$ cat config.mk
export PLATFORM = sky130hd
export DESIGN_NAME = sensor_scan_controller_flat
export DESIGN_NICKNAME = d
export VERILOG_FILES = /design/src/rtl/sensor_scan_pkg.sv /design/src/rtl/sensor_scan_controller_if.sv /design/src/rtl/scan_debouncer.sv /design/src/rtl/sensor_scan_controller.sv /design/src/flat_wrapper.sv
export SDC_FILE = /design/constraint.sdc
export NUM_CORES = 1
export LEC_CHECK = 0
export CORE_MARGIN = 4
export CORE_UTILIZATION = 50
export CTS_BUF_LIST = sky130_fd_sc_hd__clkbuf_16
export DETAILED_ROUTE_END_ITERATION = 7
export PLACE_DENSITY = 0.81
export SKIP_CTS_REPAIR_TIMING = 1
export SLEW_MARGIN = 25
export SYNTH_ARGS = -nofsm -noshare
export SYNTH_HDL_FRONTEND = slang
export SYNTH_SLANG_ARGS = --single-unit
$ cat constraint.sdc
create_clock -name clock -period 3.8 [get_ports clock]
set_clock_uncertainty 0.15 [all_clocks]
set_input_delay 0.38 -clock clock [delete_from_list [all_inputs] [get_ports clock]]
set_output_delay 0.38 -clock clock [all_outputs]
set_load 0.03 [all_outputs]
$ cat src/rtl/sensor_scan_pkg.sv
// Shared types and helpers for the sensor chain scanner.
package sensor_scan_pkg;

  localparam int unsigned DEFAULT_NUM_BITS = 32;

  typedef enum logic [2:0] {
    IDLE     = 3'd0,
    LOAD     = 3'd1,
    SETTLE   = 3'd2,
    SAMPLE   = 3'd3,
    SHIFT_HI = 3'd4,
    SHIFT_LO = 3'd5,
    COMPARE  = 3'd6,
    GAP      = 3'd7
  } scan_state_t;

  // Bits needed to hold values 0..max_val (at least one bit).
  function automatic int unsigned cnt_width(input int unsigned max_val);
    return (max_val < 1) ? 1 : $clog2(max_val + 1);
  endfunction

endpackage

$ cat src/rtl/sensor_scan_controller_if.sv
// Publish/acknowledge path between the scanner and the memory-mapped I/O manager.
interface sensor_scan_controller_if
  import sensor_scan_pkg::*;
#(
  parameter int unsigned NUM_BITS = DEFAULT_NUM_BITS
);
  logic [NUM_BITS-1:0] board_out;
  logic                change_pending;
  logic                change_ack;
  logic                overrun;

  modport master (output board_out, change_pending, overrun, input change_ack);
  modport slave  (input board_out, change_pending, overrun, output change_ack);
endinterface

$ cat src/rtl/scan_debouncer.sv
// Debounces successive scan words and publishes a stable board with a pending/ack handshake.
module scan_debouncer
  import sensor_scan_pkg::*;
#(
  parameter int unsigned NUM_BITS     = DEFAULT_NUM_BITS,
  parameter int unsigned STABLE_SCANS = 4
) (
  input  logic                clock,
  input  logic                reset,
  input  logic [NUM_BITS-1:0] scan_word,
  input  logic                compare,
  input  logic                change_ack,
  output logic [NUM_BITS-1:0] board_out,
  output logic                change_pending,
  output logic                overrun
);

  localparam int unsigned     SW         = cnt_width(STABLE_SCANS);
  localparam logic [SW-1:0]   STABLE_MAX = SW'(STABLE_SCANS);

  logic [NUM_BITS-1:0] candidate;
  logic [SW-1:0]       stable_cnt;
  logic [SW-1:0]       next_cnt;
  logic                publish;

  always_comb begin
    next_cnt = SW'(1);
    if (scan_word == candidate)
      next_cnt = (stable_cnt == STABLE_MAX) ? STABLE_MAX : stable_cnt + SW'(1);
    publish = compare && (next_cnt == STABLE_MAX) && (scan_word != board_out);
  end

  always_ff @(posedge clock or posedge reset) begin
    if (reset) begin
      candidate      <= '0;
      stable_cnt     <= '0;
      board_out      <= '0;
      change_pending <= 1'b0;
      overrun        <= 1'b0;
    end else begin
      if (compare) begin
        candidate  <= scan_word;
        stable_cnt <= next_cnt;
      end
      if (publish)
        board_out <= scan_word;
      // A publish beats a same-cycle ack; that ack still consumes the old board, so no overrun.
      if (publish)
        change_pending <= 1'b1;
      else if (change_ack)
        change_pending <= 1'b0;
      if (publish && change_pending && !change_ack)
        overrun <= 1'b1;
      else if (change_ack)
        overrun <= 1'b0;
    end
  end

endmodule

$ cat src/rtl/sensor_scan_controller.sv
// Sequences the sensor shift-register chain (load, settle, serial shift) and feeds the debouncer.
module sensor_scan_controller
  import sensor_scan_pkg::*;
#(
  parameter int unsigned CLK_DIV      = 50,
  parameter int unsigned NUM_BITS     = DEFAULT_NUM_BITS,
  parameter int unsigned STABLE_SCANS = 4,
  parameter int unsigned GAP_CYCLES   = 1000
) (
  input  logic clock,
  input  logic reset,
  input  logic enable,
  input  logic in_val,
  output logic sr_clk,
  output logic parallel_mode,
  output logic busy,
  output logic scan_done,
  sensor_scan_controller_if.master bus
);

  localparam int unsigned   TW       = cnt_width((CLK_DIV > GAP_CYCLES) ? CLK_DIV : GAP_CYCLES);
  localparam int unsigned   BW       = cnt_width(NUM_BITS);
  localparam logic [TW-1:0] DIV_LAST = TW'(CLK_DIV - 1);
  localparam logic [TW-1:0] GAP_LAST = TW'(GAP_CYCLES - 1);
  localparam logic [BW-1:0] BIT_LAST = BW'(NUM_BITS - 1);

  scan_state_t         state;
  logic [TW-1:0]       tick;
  logic [BW-1:0]       bit_idx;
  logic [NUM_BITS-1:0] shift_q;
  logic [NUM_BITS-1:0] board_q;
  logic                pending_q;
  logic                overrun_q;

  always_ff @(posedge clock or posedge reset) begin
    if (reset) begin
      state         <= IDLE;
      tick          <= '0;
      bit_idx       <= '0;
      shift_q       <= '0;
      sr_clk        <= 1'b0;
      parallel_mode <= 1'b1;
    end else begin
      case (state)
        IDLE: begin
          if (enable) begin
            state         <= LOAD;
            parallel_mode <= 1'b0;
            tick          <= '0;
          end
        end
        LOAD: begin
          if (tick == DIV_LAST) begin
            state         <= SETTLE;
            parallel_mode <= 1'b1;
            tick          <= '0;
          end else tick <= tick + TW'(1);
        end
        SETTLE: begin
          if (tick == DIV_LAST) begin
            state   <= SAMPLE;
            tick    <= '0;
            bit_idx <= '0;
          end else tick <= tick + TW'(1);
        end
        SAMPLE: begin
          // MSB-first left shift lands sample k at bit NUM_BITS-1-k once all bits are in.
          shift_q <= {shift_q[NUM_BITS-2:0], in_val};
          tick    <= '0;
          if (bit_idx == BIT_LAST) state <= COMPARE;
          else begin
            state  <= SHIFT_HI;
            sr_clk <= 1'b1;
          end
        end
        SHIFT_HI: begin
          if (tick == DIV_LAST) begin
            state  <= SHIFT_LO;
            sr_clk <= 1'b0;
            tick   <= '0;
          end else tick <= tick + TW'(1);
        end
        SHIFT_LO: begin
          if (tick == DIV_LAST) begin
            state   <= SAMPLE;
            bit_idx <= bit_idx + BW'(1);
            tick    <= '0;
          end else tick <= tick + TW'(1);
        end
        COMPARE: begin
          state <= GAP;
          tick  <= '0;
        end
        GAP: begin
          if (tick == GAP_LAST) begin
            tick <= '0;
            if (enable) begin
              state         <= LOAD;
              parallel_mode <= 1'b0;
            end else state <= IDLE;
          end else tick <= tick + TW'(1);
        end
        default: state <= IDLE;
      endcase
    end
  end

  assign busy      = (state != IDLE) && (state != GAP);
  assign scan_done = (state == COMPARE);

  scan_debouncer #(
    .NUM_BITS    (NUM_BITS),
    .STABLE_SCANS(STABLE_SCANS)
  ) u_debouncer (
    .clock         (clock),
    .reset         (reset),
    .scan_word     (shift_q),
    .compare       (scan_done),
    .change_ack    (bus.change_ack),
    .board_out     (board_q),
    .change_pending(pending_q),
    .overrun       (overrun_q)
  );

  assign bus.board_out      = board_q;
  assign bus.change_pending = pending_q;
  assign bus.overrun        = overrun_q;

endmodule

$ cat src/flat_wrapper.sv
// flat-port wrapper written by rule: the top's interface ports become plain ports
module sensor_scan_controller_flat import sensor_scan_pkg::*;
#(
  parameter int unsigned CLK_DIV      = 50,
  parameter int unsigned NUM_BITS     = DEFAULT_NUM_BITS,
  parameter int unsigned STABLE_SCANS = 4,
  parameter int unsigned GAP_CYCLES   = 1000
)
  (clock, reset, enable, in_val, sr_clk, parallel_mode, busy, scan_done, bus_board_out, bus_change_pending, bus_overrun, bus_change_ack);
  sensor_scan_controller_if #(.NUM_BITS(NUM_BITS)) bus_i ();
  input  logic clock;
  input  logic reset;
  input  logic enable;
  input  logic in_val;
  output logic sr_clk;
  output logic parallel_mode;
  output logic busy;
  output logic scan_done;
  output wire logic [$bits(bus_i.board_out)-1:0] bus_board_out;
  output wire logic [$bits(bus_i.change_pending)-1:0] bus_change_pending;
  output wire logic [$bits(bus_i.overrun)-1:0] bus_overrun;
  input wire logic [$bits(bus_i.change_ack)-1:0] bus_change_ack;
  assign bus_board_out = bus_i.board_out;
  assign bus_change_pending = bus_i.change_pending;
  assign bus_overrun = bus_i.overrun;
  assign bus_i.change_ack = bus_change_ack;
  sensor_scan_controller #(.CLK_DIV(CLK_DIV), .NUM_BITS(NUM_BITS), .STABLE_SCANS(STABLE_SCANS), .GAP_CYCLES(GAP_CYCLES)) u_core (.clock(clock), .reset(reset), .enable(enable), .in_val(in_val), .sr_clk(sr_clk), .parallel_mode(parallel_mode), .busy(busy), .scan_done(scan_done), .bus(bus_i));
endmodule
# == After elaboration in Yosys (flattened, before gate mapping) ==
# Index checks and enable logic that the tools add are counted.
# totals
ff_bits,122
input_bits,5
wordCells,84
# classes
n_addsub,3
n_eq_ne,23
mux,27
reduce_logical,20
# op_table
cell,n
$pmux 10 s4,1
$eq 32x32->1,1
$ne 32x32->1,1
$mux 10,3
$mux 3,7
$pmux 3 s7,1
$eq 3x3->1 const B,6
$mux 6,2
$ne 2x1->1 const B,6
$pmux 6 s2,1
$add 10x1->10 const B,1
$eq 10x10->1 const B,1
$eq 10x6->1 const B,1
$mux 1,9
$reduce_and 3->1,3
$reduce_bool 2->1,4
$add 6x1->6 const B,1
$eq 3x2->1 const B,2
$eq 6x5->1 const B,1
$reduce_bool 3->1,2
$logic_and 1x1->1,5
$reduce_and 5->1,1
$ne 2x2->1 const B,2
$reduce_or 2->1,2
other kinds (9),9

# == Logic depth before layout (Yosys ltp) ==
# Gate-level depths: netlist of the first run.
# logic_depth
word_depth,9
depth_mapped,9
ltp_nobuf,8

# == Hierarchy ==
# From an unflattened synthesis of the first run, not the netlist that was laid out.
# hier_totals
cells_unflattened,452
hier_area_um2,5834.3
# modules_own_cells
module,instances,cells_each,area_each_um2
scan_debouncer,1,247,3430.8
sensor_scan_controller,1,205,2403.6

# == Worst setup path before layout of the first run ==
# Ideal clock, no wire load.
# synth_timing
kind,reg2reg
from,register u_core.shift_q[14]
to,register u_core.u_debouncer.board_out[10]
setup_time_ps,125
arrival_ps,2088
required_ps,3525
setup_slack_ps,1437
path_stages_with_launch,7
n_path_buf,1
synth_period_minus_slack_ps,2363
cell_sequence,dfrtp_1 xor2_1 nor4_2 nand4_2 nor4_4 buf_6 mux2_4
# synth_via
elab_chain_cells,5
# synth_lines
item,line,rtl
"start, declared",sensor_scan_controller.sv:30,logic [NUM_BITS-1:0] shift_q;
"start signal, assigned",sensor_scan_controller.sv:68,"shift_q <= {shift_q[NUM_BITS-2:0], in_val};"
$eq 32x32->1,scan_debouncer.sv:28,if (scan_word == candidate)
$mux 3,scan_debouncer.sv:28,
$eq 3x3->1,scan_debouncer.sv:30,publish = compare && (next_cnt == STABLE_MAX) && (scan_word != board_out);
$logic_and 1x1->1,scan_debouncer.sv:30,
$logic_and 1x1->1 (*),scan_debouncer.sv:30,
"end signal, assigned",scan_debouncer.sv:46,board_out <= scan_word;
"end, declared",scan_debouncer.sv:13,"output logic [NUM_BITS-1:0] board_out,"
# Mark *: on every way between the ends. The rest lies on a longest branch, timed or not.
# A chain may end at the register's enable or synchronous reset.

# == Final worst setup path of the first run ==
# layout_timing
from,register u_core.state[0]
to,output port scan_done
# layout_via
elab_chain_cells,1
# layout_lines
item,line,rtl
"start, declared",sensor_scan_controller.sv:27,scan_state_t state;
"start signal, assigned",sensor_scan_controller.sv:37,state <= IDLE;
"start signal, assigned",sensor_scan_controller.sv:47,state <= LOAD;
"start signal, assigned",sensor_scan_controller.sv:54,state <= SETTLE;
$eq 3x3->1,sensor_scan_controller.sv:109,assign scan_done = (state == COMPARE);
"end, declared",flat_wrapper.sv:18,output logic scan_done;
# No other way between the ends.

==> results of run 1 <==
==> cells in the mapped netlist, types with 8 or more instances <==
cell type	n
dfrtp_1	121
xor2_1	71
inv_1	9
nand4_1	8
nor2_1	17
nor4_1	14
o21ai_0	9
mux2_4	28
mux2_2	38
nand3_1	8
nand2_1	109
clkbuf_1	13
==> layout make-up <==
class	instances	area share
multi-input cells	355	0.373
clock inverters	15	0.0285
well taps	143	0.0255
inverters	10	0.00570
repair buffers	51	0.0718
flip-flops and latches	122	0.435
clock buffers	17	0.0605
==> power breakdown <==
group / total, mW / switching, mW / internal [mW] / leakage (nW)
combinational: 1.02 / 0.584 / 0.435 / 1.72
sequential: 1.73 / 0.261 / 1.47 / 1.65
clock: 1.70 / 0.606 / 1.10 / 0.301
total: 4.45 / 1.45 / 3.00 / 3.67
==> cell families (layout without fill, tap and decap cells) <==
kind of cell / after synthesis / in the layout / synth area share
XOR/XNOR: 77 / 77 / 0.116
buffers and inverters: 28 / 93 / 0.0220
AND/OR/NAND/NOR: 177 / 177 / 0.145
AO/OA/AOI/OAI: 30 / 30 / 0.0341
flip-flops: 122 / 122 / 0.526
adder cells (fa/ha/maj): 5 / 5 / 0.0108
multiplexers: 66 / 66 / 0.146
==> cell usage in the layout, fill, tap and decap left out, drive strengths merged, types with 2 or more instances in the layout <==
| cell type | synthesis | final |
|---|---|---|
| xnor2 | 6 | 6 |
| inv | 9 | 12 |
| nand3b | 3 | 3 |
| a21oi | 6 | 6 |
| buf | 5 | 9 |
| nand2 | 109 | 109 |
| o21ai | 9 | 9 |
| ha | 5 | 5 |
| nor2b | 2 | 2 |
| a31oi | 3 | 3 |
| clkinvlp | 0 | 3 |
| and3 | 3 | 3 |
| nand4 | 9 | 9 |
| mux2 | 66 | 66 |
| nor2 | 17 | 17 |
| clkbuf | 13 | 17 |
| bufinv | 0 | 4 |
| dfrtp | 121 | 121 |
| nor4 | 19 | 19 |
| xor2 | 71 | 71 |
| clkinv | 1 | 6 |
| a22o | 7 | 7 |
| clkdlybuf4s50 | 0 | 42 |
| nand3 | 8 | 8 |
==> metrics by stage <==
stage,utilization,cells
after floorplan,-,505
after global placement,0.562,680
after detailed placement,0.562,680
after CTS,0.617,712
after global routing,0.618,713
final,0.618,713
==> routing by layer <==
layer / wire length (um) / vias up
li1: - / 1818
met1: 5520 / 1956
met2: 6270 / 92
met3: 540 / 29
met4: 366 / 0
met5: 0 / -
==> worst max path at each step <==
stage	from	end	depth (start not counted)
after detailed placement	u_core.shift_q[4]	u_core.u_debouncer.board_out[28]	6
after global routing	u_core.state[0]	scan_done	5
after global placement	u_core.shift_q[4]	u_core.u_debouncer.board_out[28]	6
after floorplan	reset	u_core.bit_idx[0]	1
after CTS	u_core.state[0]	scan_done	5
final	u_core.state[0]	scan_done	5
==> state kept, by name, summed over array words and instances (netlist names), 3 cells and up <==
register	count
u_core.bit_idx	6
u_core.shift_q	32
u_core.state	3
u_core.tick	10
u_core.u_debouncer.board_out	32
u_core.u_debouncer.candidate	32
u_core.u_debouncer.stable_cnt	3
==> worst max-delay path, cell delays in order, from the launching register on <==
cell and delay [ns]:
dfrtp_1 0.48, inv_1 0.16, nand3_1 0.15, buf_4 0.41, clkinv_1 0.16, clkdlybuf4s50_1 0.62
==> results by group, run 1 <==
Detailed routing
  – Detail Route Antenna Nets: 0
  – Iter 0 DRT Violations: about 240
  – Via density: 5.46
  – Drt pass-1 iters: 4
  – WL per Instance: 17.8 um
  – Final wirelength: between 10000 and 15000 um
  – Vias: 3895
  – Drc violations: 0

Placed design
  – Dpl ws: about 1.0 ns
  – IO Port Bufs: 42
  – Placed cell area: between 0.006 and 0.007 mm2
  – Hpwl dp: about 8400 um
  – RePlAce Congestion: 0.851

Status
  – Status: finished, final reports clean

Logic synthesis
  – Synth top area cells: dfrtp_1, xor2_1, mux2_2, mux2_4, nand2_1
  – EDFF count, synth: 0
  – Synth top area share: 0.522
  – Most used DFF post-synth: dfrtp_1
  – Syn_nets: 515
  – Synth area leader: dfrtp_1
  – Register area share after synthesis: 0.526
  – Synthesized flop and latch total: between 100 and 150
  – Async S/R FF share, synth: 1.00
  – Synth unique cells: 39
  – Mapped Area: 0.00581 mm2
  – Avg Cell Area, Syn: roughly 11 um2
  – Yosys warning total: 0
  – Gate Count Post-Synth: about 500

Global routing
  – Initial antenna violation count: 0
  – Met1 usage: 0.271
  – Met3 usage: 0.0517
  – Global-route wire length before repair: approximately 21000 um
  – Met2 usage: 0.331
  – Vias in the first global route: around 4100
  – Top Usage Layer GRT: met2
  – GRT Overall Usage: 0.207
  – GRT Residual Overflow: 0
  – Largest net degree at the start of global routing: 58

Finish
  – Register area: 0.00305 mm2
  – FILL cells: roughly 850
  – P&R area growth vs syn: 21.0%
  – Multi-input logic area: around 0.0026 mm2
  – # nets final: roughly 570
  – Layout cells sized above 1: 0.204
  – Inserted Diodes: 0
  – Fin area: 0.00703 mm2

Clock network
  – # H-tree levels: 4
  – Clk root buf: clkbuf_16
  – Clk_lat worst skew: 0.42 ns
  – Clock Sinks: around 120
  – Maximum clock path buffer count: 2
  – Clk pin slew, worst setup/hold paths: 0.06 ns
  – CTS buffer count: 17
  – CTS tree: yes

Setup path
  – Worst reg-to-reg setup slack: 0.95 ns
  – Reg2Reg Capture Point: u_core.u_debouncer.board_out[28]
  – Crit path required time: 3.27 ns
  – Crit start category: register
  – CP endpoint kind: output port
  – Launch point of the worst reg-to-reg path: u_core.shift_q[4]
  – Crit path max fanout: 38
  – R2R cell count: 6
  – Kind of critical path: register to output port
  – CP arrival: ~2.4 ns

Floorplanning
  – Die Wd: around 120 um
  – Core Rows: 39
  – Vert. Die Dim: 116 um
  – IO Pins: 43
  – Initial Util: 0.511
  – Die Area: between 0.01 and 0.015 mm2
  – Core ar.: 0.0114 mm2

Power and ir drop
  – Pleak: 3.67 nW
  – PwrDens: 634 mW/mm2
  – Design Power: around 4.5 mW
  – Worst VDD drop: 0.376 mV

Timing
  – Slew Limit Fails: 0
  – Worst slew pin tran: 0.704 ns
  – Fin Setup TNS: 0 ns
  – Fin worst setup slack: 0.847 ns
  – # setup viols final: 0
  – Max Freq: 0.339 GHz
  – Final hold vios: 0
  – RSZ-0062 raised after global routing: no
  – WHS: 0.275 ns
  – Slew headroom: 0.527
  – Period utilisation layout: 0.777
  – Min Tclk post-route: 2.95 ns

Hold path
  – Hold Path Class: input port to asynchronous set/reset pin

Job
  – Max-Cap Viols: 0
No activity file was read; power rests on OpenSTA's default activity.
==> run 2: changes to the inputs <==
--- a/config.mk
+++ b/config.mk
@@ -9,7 +9,7 @@
 export CORE_UTILIZATION = 50
 export CTS_BUF_LIST = sky130_fd_sc_hd__clkbuf_16
 export DETAILED_ROUTE_END_ITERATION = 7
-export PLACE_DENSITY = 0.81
+export PLACE_DENSITY = 0.79
 export SKIP_CTS_REPAIR_TIMING = 1
 export SLEW_MARGIN = 25
 export SYNTH_ARGS = -nofsm -noshare
==> constraint.sdc (replaced) <==
create_clock -name clock -period 3.05 [get_ports clock]
set_clock_uncertainty 0.15 [all_clocks]
set_input_delay 0.305 -clock clock [delete_from_list [all_inputs] [get_ports clock]]
set_output_delay 0.305 -clock clock [all_outputs]
set_load 0.03 [all_outputs]
==> run 2 against run 1 <==
Sequential share of layout area about the same; sequential cell count unchanged; final cell count unchanged; utilization about the same; non-clock buffer count unchanged; critical path depth up 1; count of clock-buffer cells in the layout unchanged; first-iteration DRC count up 36%; worst setup slack worse by 0.46 ns; register-to-register slack worse by 0.56 ns; global-route usage down 0.72 points; wire length down 2.8%.
==> results by group, run 2 (synthesis gave the netlist of run 1 again) <==
Floorplanning
  – Core Rows: 39
  – Initial Util: 0.511
  – Die Wd: 116 um
  – Core ar.: 0.0114 mm2
  – Vert. Die Dim: 116 um
  – IO Pins: 43
  – Die Area: between 0.01 and 0.015 mm2

Power and ir drop
  – Power share of the clock group: 0.386
  – Reg power frac: 0.380
  – Pleak: around 3.7 nW
  – Switch share: 0.317
  – Sw power: 1.76 mW
  – PwrDens: 791 mW/mm2
  – Cell Int Power: 3.80 mW
  – Worst VDD drop: approximately 0.42 mV
  – Comb pwr share: 0.234

Placed design
  – RePlAce Congestion: 0.852
  – Hpwl dp: around 8000 um
  – Placed cell area: 0.00640 mm2
  – IO Port Bufs: 42

Setup path
  – Crit-path slowest cell: dfrtp_1
  – R2R cell count: 6
  – Kind of critical path: register to register
  – Worst reg-to-reg setup slack: 0.39 ns
  – CP arrival: 2.80 ns
  – Reg2Reg Capture Point: u_core.u_debouncer.board_out[30]
  – Buf/Inv on CP: 1
  – CP top delay family: simple AND/OR/NAND/NOR gates
  – Crit path max fanout: 14
  – Largest stage delay, worst path: 0.44 ns
  – Launch point of the worst reg-to-reg path: u_core.shift_q[5]
  – CP endpoint kind: register
  – Crit start category: register
  – CP Cell Sequence: xor2_1 > nor4_1 > nand4_1 > nor4_4 > buf_4 > mux2_2
  – Crit path required time: roughly 3.2 ns

Global routing
  – GRT Residual Overflow: 0
  – Largest net degree at the start of global routing: about 120
  – Vias in the first global route: between 4000 and 5000
  – GRT Overall Usage: 0.200
  – Initial antenna violation count: 0
  – Global-route wire length before repair: around 21000 um

Timing
  – RSZ-0062 raised after global routing: no
  – Final hold vios: 0
  – Max Freq: ~0.38 GHz
  – Min Tclk post-route: 2.66 ns
  – # setup viols final: 0
  – Fin Setup TNS: 0 ns
  – Slew headroom: 0.532
  – Worst slew pin tran: 0.696 ns
  – Period utilisation layout: 0.873
  – Slew Limit Fails: 0

Detailed routing
  – WL per Instance: ~17 um
  – Vias: 3910
  – Detail Route Antenna Nets: 0
  – Drt pass-1 iters: 4
  – Iter 0 DRT Violations: around 320
  – Drc violations: 0
  – Via density: approximately 5.5
  – Final wirelength: 12300 um

Finish
  – Most frequent cells in the layout: dfrtp_1, nand2_1, xor2_1
  – Fin area: 0.00703 mm2
  – # nets final: 567
  – Commonest non-fill, non-tap cell in the layout: dfrtp_1
  – Layout cells sized above 1: 0.196
  – Top flop regs: u_core.shift_q (32), u_core.u_debouncer.board_out (32), u_core.u_debouncer.candidate (32)
  – P&R area growth vs syn: 21.1%
  – Inserted Diodes: 0

Clock network
  – CTS tree: yes
  – Clk_lat worst skew: 0.42 ns
  – # H-tree levels: 4
  – Maximum clock path buffer count: 2
  – Clk pin slew, worst setup/hold paths: around 0.060 ns
  – Clk root buf: clkbuf_16
  – Clock Sinks: 122
  – CTS buffer count: 17

Job
  – Max-Cap Viols: 0

Status
  – Status: finished, final reports clean

Hold path
  – Hold Path Class: input port to asynchronous set/reset pin
run 2: worst reg2reg max path: stages, from the launching register on:
cell and delay, ns:
dfrtp_1 0.44, xor2_1 0.19, nor4_1 0.44, nand4_1 0.28, nor4_4 0.36, buf_4 0.32, mux2_2 0.38
run 2: worst max path at each step:
stage | from | to | slack [ns] | depth (start not counted)
final | u_core.shift_q[5] | u_core.u_debouncer.board_out[30] | 0.39 | 6
after global routing | u_core.shift_q[5] | u_core.u_debouncer.board_out[31] | 0.32 | 6
after CTS | u_core.state[2] | busy | 0.40 | 4
after detailed placement | u_core.shift_q[5] | u_core.u_debouncer.board_out[30] | 0.44 | 6
after global placement | u_core.shift_q[21] | u_core.u_debouncer.board_out[31] | 0.49 | 6
after floorplan | u_core.shift_q[14] | u_core.u_debouncer.board_out[10] | 0.69 | 6
run 2: power by group through the flow:
| stage | clock (mW) | combinational, mW | sequential (mW) |
|---|---|---|---|
| floorplan | 0 | 1.00 | 2.05 |
| global placement | 0 | 1.25 | 2.12 |
| detailed placement | 0 | 1.30 | 2.14 |
| CTS | 2.18 | 1.31 | 2.11 |
| global route | 2.25 | 1.43 | 2.15 |
| finish | 2.15 | 1.30 | 2.12 |
run 2: through the flow:
step                      power, mW  hold slack (ns)  std cells   util  worst slack, ns
final                          5.56            0.268        713  0.618            0.386
after global routing           5.83            0.344        713  0.618            0.321
after CTS                      5.60            0.309        713  0.618            0.402
after detailed placement       3.44            0.333        681  0.563            0.445
after global placement         3.37            0.328        681  0.563            0.489
after floorplan                3.05            0.306        505      -            0.687
run 2: routing by layer:
layer  GRT usage  routed length (um)  up-vias
li1            -                   -     1814
met1       0.268                5560     1991
met2       0.316                6010       83
met3      0.0470                 500       22
met4      0.0812                 265        0
met5           0                   0        -
run 2: cell type report:
cell class,count,area (um2)
sequential,122,3050
tap,143,179
clock buffer,17,425
timing repair buffer,51,500
inverter,10,41.3
multi-input combinational,355,2620
fill,889,4340
clock inverter,15,205
